## config.mk

```make
export PLATFORM = sky130hd
export DESIGN_NAME = ram_xfer_ctrl
export DESIGN_NICKNAME = d
export VERILOG_FILES = /design/src/rtl/ram_xfer_pkg.sv /design/src/rtl/ram_xfer_ctrl.sv
export SDC_FILE = /design/constraint.sdc
export NUM_CORES = 1
export LEC_CHECK = 0
export ABC_AREA = 1
export ABC_CLOCK_PERIOD_IN_PS = 5500
export CAP_MARGIN = 20
export CELL_PAD_IN_SITES_DETAIL_PLACEMENT = 1
export CELL_PAD_IN_SITES_GLOBAL_PLACEMENT = 2
export CORE_MARGIN = 2
export CORE_UTILIZATION = 30
export DETAILED_ROUTE_END_ITERATION = 6
export GPL_TIMING_DRIVEN = 0
export PLACE_DENSITY = 0.95
export SETUP_SLACK_MARGIN = 0.3
export SLEW_MARGIN = 30
export SYNTH_ARGS = -nofsm -noshare
export SYNTH_HDL_FRONTEND = slang
export SYNTH_SLANG_ARGS = --single-unit
```

## constraint.sdc

```tcl
create_clock -name clock -period 5.5 [get_ports clock]
set_input_delay 1.1 -clock clock [delete_from_list [all_inputs] [get_ports clock]]
set_output_delay 1.1 -clock clock [all_outputs]
set_load 0.02 [all_outputs]
```

## src/rtl/ram_xfer_pkg.sv

```systemverilog
// rtl/ram_xfer_pkg.sv - Opcodes, state encoding and default widths for ram_xfer_ctrl
package ram_xfer_pkg;

    localparam int RAM_AW = 8;
    localparam int RAM_DW = 8;

    localparam logic [1:0] OP_RD   = 2'b00;
    localparam logic [1:0] OP_WR   = 2'b01;
    localparam logic [1:0] OP_FILL = 2'b10;
    localparam logic [1:0] OP_COPY = 2'b11;

    typedef enum logic [2:0] {
        ST_IDLE,
        ST_RD,
        ST_RD_RSP,
        ST_WR,
        ST_FILL,
        ST_CP_RD,
        ST_CP_WR,
        ST_DONE
    } xfer_state_t;

endpackage

```

## src/rtl/ram_xfer_ctrl.sv

```systemverilog
// rtl/ram_xfer_ctrl.sv - Command sequencer driving the data RAM (RD/WR/FILL/COPY)
// Optional running write checksum enabled by RAM_XFER_CHKSUM_EN.
module ram_xfer_ctrl
    import ram_xfer_pkg::*;
#(
    parameter int AW = RAM_AW,
    parameter int DW = RAM_DW
) (
    input  logic          clock,
    input  logic          reset,
    input  logic          cmd_valid,
    output logic          cmd_ready,
    input  logic [1:0]    cmd_op,
    input  logic [AW-1:0] cmd_src,
    input  logic [AW-1:0] cmd_dst,
    input  logic [AW-1:0] cmd_len,
    input  logic [DW-1:0] cmd_data,
    output logic          rsp_valid,
    output logic [DW-1:0] rsp_data,
    output logic          done,
    output logic          busy,
    output logic          rd_ram,
    output logic          wr_ram,
    output logic [AW-1:0] ram_addr,
    output logic [DW-1:0] data_in_ram,
    input  logic [DW-1:0] data_out_ram,
    output logic [DW-1:0] chksum
);

    localparam logic [AW:0]   CNT_ONE  = 1;
    localparam logic [AW-1:0] ADDR_ONE = 1;

    xfer_state_t   state, nxt_state;
    logic [AW:0]   cnt, nxt_cnt;
    logic [AW-1:0] src_a, nxt_src;
    logic [AW-1:0] dst_a, nxt_dst;
    logic [DW-1:0] data_r, nxt_data;
    logic          nxt_rd, nxt_wr, nxt_rsp_valid, nxt_done;
    logic [AW-1:0] nxt_addr;
    logic [DW-1:0] nxt_din;
    logic [AW:0]   len_full;

    // RD_RSP and DONE are the completion cycles; they already accept the next command.
    assign cmd_ready = (state == ST_IDLE) || (state == ST_RD_RSP) || (state == ST_DONE);
    assign busy      = ~cmd_ready;

    always_comb begin
        nxt_state     = state;
        nxt_cnt       = cnt;
        nxt_src       = src_a;
        nxt_dst       = dst_a;
        nxt_data      = data_r;
        nxt_rd        = 1'b0;
        nxt_wr        = 1'b0;
        nxt_addr      = '0;
        nxt_din       = '0;
        nxt_rsp_valid = 1'b0;
        nxt_done      = 1'b0;
        len_full      = {1'b0, cmd_len};
        if (cmd_len == '0) len_full = {1'b1, {AW{1'b0}}};

        case (state)
            ST_IDLE, ST_RD_RSP, ST_DONE: begin
                nxt_state = ST_IDLE;
                if (cmd_valid) begin
                    nxt_data = cmd_data;
                    case (cmd_op)
                        OP_RD: begin
                            nxt_state = ST_RD;
                            nxt_rd    = 1'b1;
                            nxt_addr  = cmd_src;
                        end
                        OP_WR: begin
                            nxt_state = ST_WR;
                            nxt_wr    = 1'b1;
                            nxt_addr  = cmd_dst;
                            nxt_din   = cmd_data;
                        end
                        OP_FILL: begin
                            nxt_state = ST_FILL;
                            nxt_wr    = 1'b1;
                            nxt_addr  = cmd_dst;
                            nxt_din   = cmd_data;
                            nxt_dst   = cmd_dst + ADDR_ONE;
                            nxt_cnt   = len_full - CNT_ONE;
                        end
                        default: begin
                            nxt_state = ST_CP_RD;
                            nxt_rd    = 1'b1;
                            nxt_addr  = cmd_src;
                            nxt_src   = cmd_src + ADDR_ONE;
                            nxt_dst   = cmd_dst;
                            nxt_cnt   = len_full;
                        end
                    endcase
                end
            end
            ST_RD: begin
                nxt_state     = ST_RD_RSP;
                nxt_rsp_valid = 1'b1;
                nxt_done      = 1'b1;
            end
            ST_WR: begin
                nxt_state = ST_DONE;
                nxt_done  = 1'b1;
            end
            ST_FILL: begin
                if (cnt == '0) begin
                    nxt_state = ST_DONE;
                    nxt_done  = 1'b1;
                end else begin
                    nxt_wr   = 1'b1;
                    nxt_addr = dst_a;
                    nxt_din  = data_r;
                    nxt_dst  = dst_a + ADDR_ONE;
                    nxt_cnt  = cnt - CNT_ONE;
                end
            end
            ST_CP_RD: begin
                // The registered write-data output doubles as the copy hold register.
                nxt_state = ST_CP_WR;
                nxt_wr    = 1'b1;
                nxt_addr  = dst_a;
                nxt_din   = data_out_ram;
                nxt_dst   = dst_a + ADDR_ONE;
                nxt_cnt   = cnt - CNT_ONE;
            end
            default: begin
                if (cnt == '0) begin
                    nxt_state = ST_DONE;
                    nxt_done  = 1'b1;
                end else begin
                    nxt_state = ST_CP_RD;
                    nxt_rd    = 1'b1;
                    nxt_addr  = src_a;
                    nxt_src   = src_a + ADDR_ONE;
                end
            end
        endcase
    end

    always_ff @(posedge clock) begin
        if (reset) begin
            state       <= ST_IDLE;
            cnt         <= '0;
            src_a       <= '0;
            dst_a       <= '0;
            data_r      <= '0;
            rd_ram      <= 1'b0;
            wr_ram      <= 1'b0;
            ram_addr    <= '0;
            data_in_ram <= '0;
            rsp_valid   <= 1'b0;
            rsp_data    <= '0;
            done        <= 1'b0;
        end else begin
            state       <= nxt_state;
            cnt         <= nxt_cnt;
            src_a       <= nxt_src;
            dst_a       <= nxt_dst;
            data_r      <= nxt_data;
            rd_ram      <= nxt_rd;
            wr_ram      <= nxt_wr;
            ram_addr    <= nxt_addr;
            data_in_ram <= nxt_din;
            rsp_valid   <= nxt_rsp_valid;
            done        <= nxt_done;
            if (state == ST_RD) rsp_data <= data_out_ram;
        end
    end

`ifdef RAM_XFER_CHKSUM_EN
    always_ff @(posedge clock) begin
        if (reset)       chksum <= '0;
        else if (wr_ram) chksum <= chksum ^ data_in_ram;
    end
`else
    assign chksum = '0;
`endif

endmodule
```

Word level (Yosys, flattened, before mapping)
Cells that the tools add are included.
- $add $sub $neg: 6
- equal/unequal tests: 14
- bitwise operators: 2
- muxes and demuxes: 37
- reduce and logical (&&, ||, !) cells: 17
- operators with widths (kind ; number):
    $mux W8 ; 12
    $pmux W8 S3 ; 2
    $add A8 B1 Y8 const B ; 4
    $pmux W8 S2 ; 2
    $pmux W8 S4 ; 1
    $mux W9 ; 3
    $pmux W9 S3 ; 1
    $pmux W9 S2 ; 1
    $sub A9 B1 Y9 const B ; 2
    $pmux W3 S5 ; 1
    $ne A2 B2 Y1 const B ; 5
    $eq A3 B3 Y1 const B ; 3
    $logic_not A9 Y1 ; 1
    $pmux W3 S3 ; 1
    $logic_not A8 Y1 ; 1
    $reduce_and A4 Y1 ; 2
    $reduce_or A4 Y1 ; 2
    $mux W1 ; 7
    $eq A3 B2 Y1 const B ; 2
    $mux W3 ; 2
    $reduce_or A2 Y1 ; 3
    $reduce_or A3 Y1 ; 2
    $pmux W1 S2 ; 2
    $eq A3 B1 Y1 const B ; 1
    11 further kinds ; 13
- input port bits: 45
- output and inout bits: 38
- register bits: 64
- word-level logic and storage cells: 88

Logic depth before layout (Yosys ltp)
- depth after elaboration: 6
- mapped depth: 14
- gate-level depth less buffers: 13

Worst setup path after synthesis
OpenSTA, ideal clock, no wires.
- path kind: input to register
- from: in cmd_op[0]
- to: reg dst_a[7]
- arrival time: 2295 ps
- data required time: 5430 ps
- buffers on the path: 1
- path slack: 3135 ps
- stages on the path: 11
- library setup time: 70 ps
- cell sequence: inv_1 -> ha_1 -> buf_2 -> nand2_1 -> nor3b_1 -> nand2_1 -> nor2_1 -> nand2_1 -> nand2_1 -> nand3_1 -> a21oi_1
- word-level cells in the longest chain between the ends: 5
- ends and longest elaborated chain (element ; RTL line ; text):
    start: declaration ; ram_xfer_ctrl.sv:13 ; input logic [1:0] cmd_op,
    $eq A2 B1 Y1 / $logic_not A2 Y1 (equally long branches) ; ram_xfer_ctrl.sv:67 ; case (cmd_op)
    $reduce_or A2 Y1 (no source line) ; - ;
    $pmux W8 S2 ; ram_xfer_ctrl.sv:67 ;
    $mux W8 ; ram_xfer_ctrl.sv:65 ; if (cmd_valid) begin
    $pmux W8 S3 ; ram_xfer_ctrl.sv:62 ; case (state)
    end signal: assignment ; ram_xfer_ctrl.sv:160 ; dst_a <= nxt_dst;
    end: declaration ; ram_xfer_ctrl.sv:36 ; logic [AW-1:0] dst_a, nxt_dst;
Several ways; a longest one is shown, not always the timed one. The select of a mux whose other input is x is not followed.
A chain may end at the register's enable or synchronous reset.

Worst setup path after layout
- from: reg state[1]
- to: out cmd_ready
- word-level cells in the longest chain between the ends: 3
- ends and longest elaborated chain (element ; RTL line ; text):
    start: declaration ; ram_xfer_ctrl.sv:33 ; xfer_state_t state, nxt_state;
    start signal: assignment ; ram_xfer_ctrl.sv:157 ; state <= nxt_state;
    $eq A3 B2 Y1 / $logic_not A3 Y1 (equally long branches) ; ram_xfer_ctrl.sv:44 ; assign cmd_ready = (state == ST_IDLE) || (state == ST_RD_RSP) || (state == ST_DONE);
    $logic_or A1 B1 Y1 ; ram_xfer_ctrl.sv:44 ;
    $logic_or A1 B1 Y1 * ; ram_xfer_ctrl.sv:44 ;
    end: declaration ; ram_xfer_ctrl.sv:12 ; output logic cmd_ready,
Mark *: on every way between the ends. The rest lies on a longest branch, timed or not.

==> flow_metrics.env <==
export IMPL_vias_per_cell=4.82
export IMPL_async_flop_share=0
export IMPL_numPortBuffers=74
export IMPL_drt_iter0_drc=126
export IMPL_p_sw_mw=0.705
export IMPL_hold_path_class="register to register"
export IMPL_place_gp_congestion=0.838
export IMPL_dpl_cell_count=799
export IMPL_seqPwrFrac=0.315
export IMPL_diodes=0
export IMPL_crit_path_end_kind="primary output"
export IMPL_h_tree_depth=3
export IMPL_ys_warn_count=0
export IMPL_maxSlewViolCount=0
export IMPL_total_power_mw=1.91
export IMPL_design_area_um2=5080
export IMPL_nFillCells=1553
export IMPL_grt_pass1_wl_um=20400
export IMPL_grt_overflow=0
export IMPL_place_area_um2=4760
export IMPL_startpoint_type="register"
export IMPL_synth_edf_count=0
export IMPL_grt_pass1_vias=4124
export IMPL_drt_pass1_iterations=4
export IMPL_syn_avg_cell_area_um2=6.87
export IMPL_rsz0062_at_grt="false"
export IMPL_crit_type="register to primary output"
export IMPL_fin_ws_ps=2520
export IMPL_die_area_um2=13500
export IMPL_cts_root_buf="clkbuf_16"
export IMPL_final_cell_mix="nand2_1, clkdlybuf4s50_1, nor2_1"
export IMPL_ys_seq_area_frac=0.339
export IMPL_dp_hpwl_um=9580
export IMPL_cts_resized=0
export IMPL_numCtsBuffers=9
export IMPL_dp_slack_ps=2230
export IMPL_period_share=0.542
export IMPL_drt_met1_wl_um=5400
export IMPL_switching_share=0.369
export IMPL_multi_input_area_um2=2080
export IMPL_worst_pin_slew_ps=693
export IMPL_wl_per_cell_um=15.3
export IMPL_pwr_share_comb=0.351
export IMPL_period_minus_slack_ps=2980
export IMPL_maxCapViolations=0
export IMPL_ctsLongestPathBuffers=2
export IMPL_die_y_um=116
export IMPL_syn_inst=550
export IMPL_clk_latency_ps=340
export IMPL_boundaryPins=83
export IMPL_groute_usage_overall=0.195
export IMPL_pwr_share_clk=0.334
export IMPL_routed_top_layer="met4"
export IMPL_grt_max_degree=14
export IMPL_ir_drop_mv=0.177
export IMPL_wl_met2_um=6460
export IMPL_internal_power_mw=1.20
export IMPL_instances_no_fill=815
export IMPL_crit_required_ps=4400
export IMPL_skew_ps=7.09
export IMPL_vias=3927
export IMPL_p_leak_nw=2.26
export IMPL_fin_util=0.418
export IMPL_remaining_drc_errors=0
export IMPL_drive_above_1_share=0.107
export IMPL_worst_ep_arrival_time_ps=1880
export IMPL_hold_buffers=0
export IMPL_syn_to_final_growth_pct=34.5
export IMPL_hold_slack_ps=464
export IMPL_initial_core_util=0.311
export IMPL_synth_flop_cell="dfxtp_1"
export IMPL_fin_nets=697
export IMPL_power_density_nw_per_um2=376
export IMPL_hold_viol_final=0
export IMPL_setup_viol=0
export IMPL_clock_sinks=64
export IMPL_drt_wl_total_um=12500
export IMPL_floorplan_rows=40
export IMPL_cts_tree="yes"
export IMPL_die_w_um=116
export IMPL_met3_length_um=335
export IMPL_antenna_found_initial=0
export IMPL_ys_ff_latch=64
export IMPL_final_common_cell="nand2_1"
export IMPL_synth_area_um2=3780
export IMPL_slew_limit_headroom=0.538
export IMPL_post_cts_buffers=0
export IMPL_core_um2=12200
export IMPL_status="completed"
export IMPL_ant_nets=0
export IMPL_path_clk_slew_ps=60
export IMPL_max_freq_mhz=335
export IMPL_fin_tns_setup_ps=0
export IMPL_ys_types=44
export IMPL_seqCellArea_um2=1280
export IMPL_r2r_setup_slack_ps=3510
export IMPL_path_max_fanout=10
-- worst max-delay path, cell delays in order (launching register included) --
cell and delay (ps):
dfxtp_1 410, nand2_1 100, nand2_2 100, nand2_4 80, inv_4 80, buf_12 150
clkdlybuf4s50_1 610
-- final timing paths --
| check | from | cells after the start | to |
|---|---|---|---|
| worst max-delay path | state[1] | 6 | cmd_ready |
| worst min-delay path | data_r[7] | 2 | data_r[7] |
| worst min register to register | data_r[7] | 2 | data_r[7] |
| worst max register to register | state[1] | 13 | src_a[4] |
-- synthesized netlist by cell type, types with 5 or more instances --
| cell | n | area share |
|---|---|---|
| o21ai_0 | 44 | 0.058 |
| xor2_1 | 9 | 0.021 |
| nand2_4 | 8 | 0.024 |
| o21ai_1 | 5 | 0.0066 |
| nand2_1 | 119 | 0.12 |
| clkbuf_1 | 8 | 0.0079 |
| inv_1 | 66 | 0.066 |
| dfxtp_1 | 64 | 0.34 |
| nor2_1 | 70 | 0.070 |
| nand4_1 | 5 | 0.0083 |
| nor2_2 | 5 | 0.0083 |
| buf_4 | 12 | 0.024 |
| nand3_1 | 23 | 0.030 |
| o211ai_1 | 7 | 0.014 |
| o2111ai_1 | 6 | 0.014 |
| a21oi_1 | 36 | 0.048 |
| ha_1 | 10 | 0.033 |
| nand2_2 | 6 | 0.0099 |
| a31oi_1 | 9 | 0.015 |
-- flip-flops by register name, indices dropped and copies added (netlist names) --
| signal | cells |
|---|---|
| src_a | 8 |
| wr_ram | 1 |
| dst_a | 8 |
| state | 3 |
| ram_addr | 8 |
| done | 1 |
| data_in_ram | 8 |
| rsp_valid | 1 |
| data_r | 8 |
| rsp_data | 8 |
| rd_ram | 1 |
| cnt | 9 |
-- metal layers --
metal | vias up | global-route usage
met5 | - | 0
met4 | 0 | 0.0762
met3 | 23 | 0.0306
met2 | 71 | 0.355
met1 | 1879 | 0.229
li1 | 1954 | -
-- area by class of cell --
cell class	count	area share
clock buffer	9	0.0443
inverter	72	0.0541
timing repair buffer	74	0.146
tap	168	0.0413
clock inverter	7	0.0202
multi-input combinational	395	0.409
buffer	26	0.0335
sequential	64	0.252
-- power groups by stage --
| stage | combinational (mW) | sequential, mW | clock (mW) |
|---|---|---|---|
| floorplan | 0.415 | 0.629 | 0 |
| global placement | 0.645 | 0.606 | 0 |
| detailed placement | 0.665 | 0.611 | 0 |
| CTS | 0.672 | 0.602 | 0.654 |
| global route | 0.747 | 0.611 | 0.670 |
| finish | 0.670 | 0.602 | 0.638 |
-- kinds of logic (layout without fill, tap and decap cells) --
group,count (synthesis),in the layout,share of synthesized area
other,1,8,0.000992
buffers and inverters,98,188,0.118
and+or+nand+nor,246,246,0.292
xor gates and xnor gates,11,11,0.0255
AOI/OAI and AO/OA,120,120,0.191
adders and majority gates,10,10,0.0331
DFF,64,64,0.339
No activity file was read; power rests on OpenSTA's default activity.
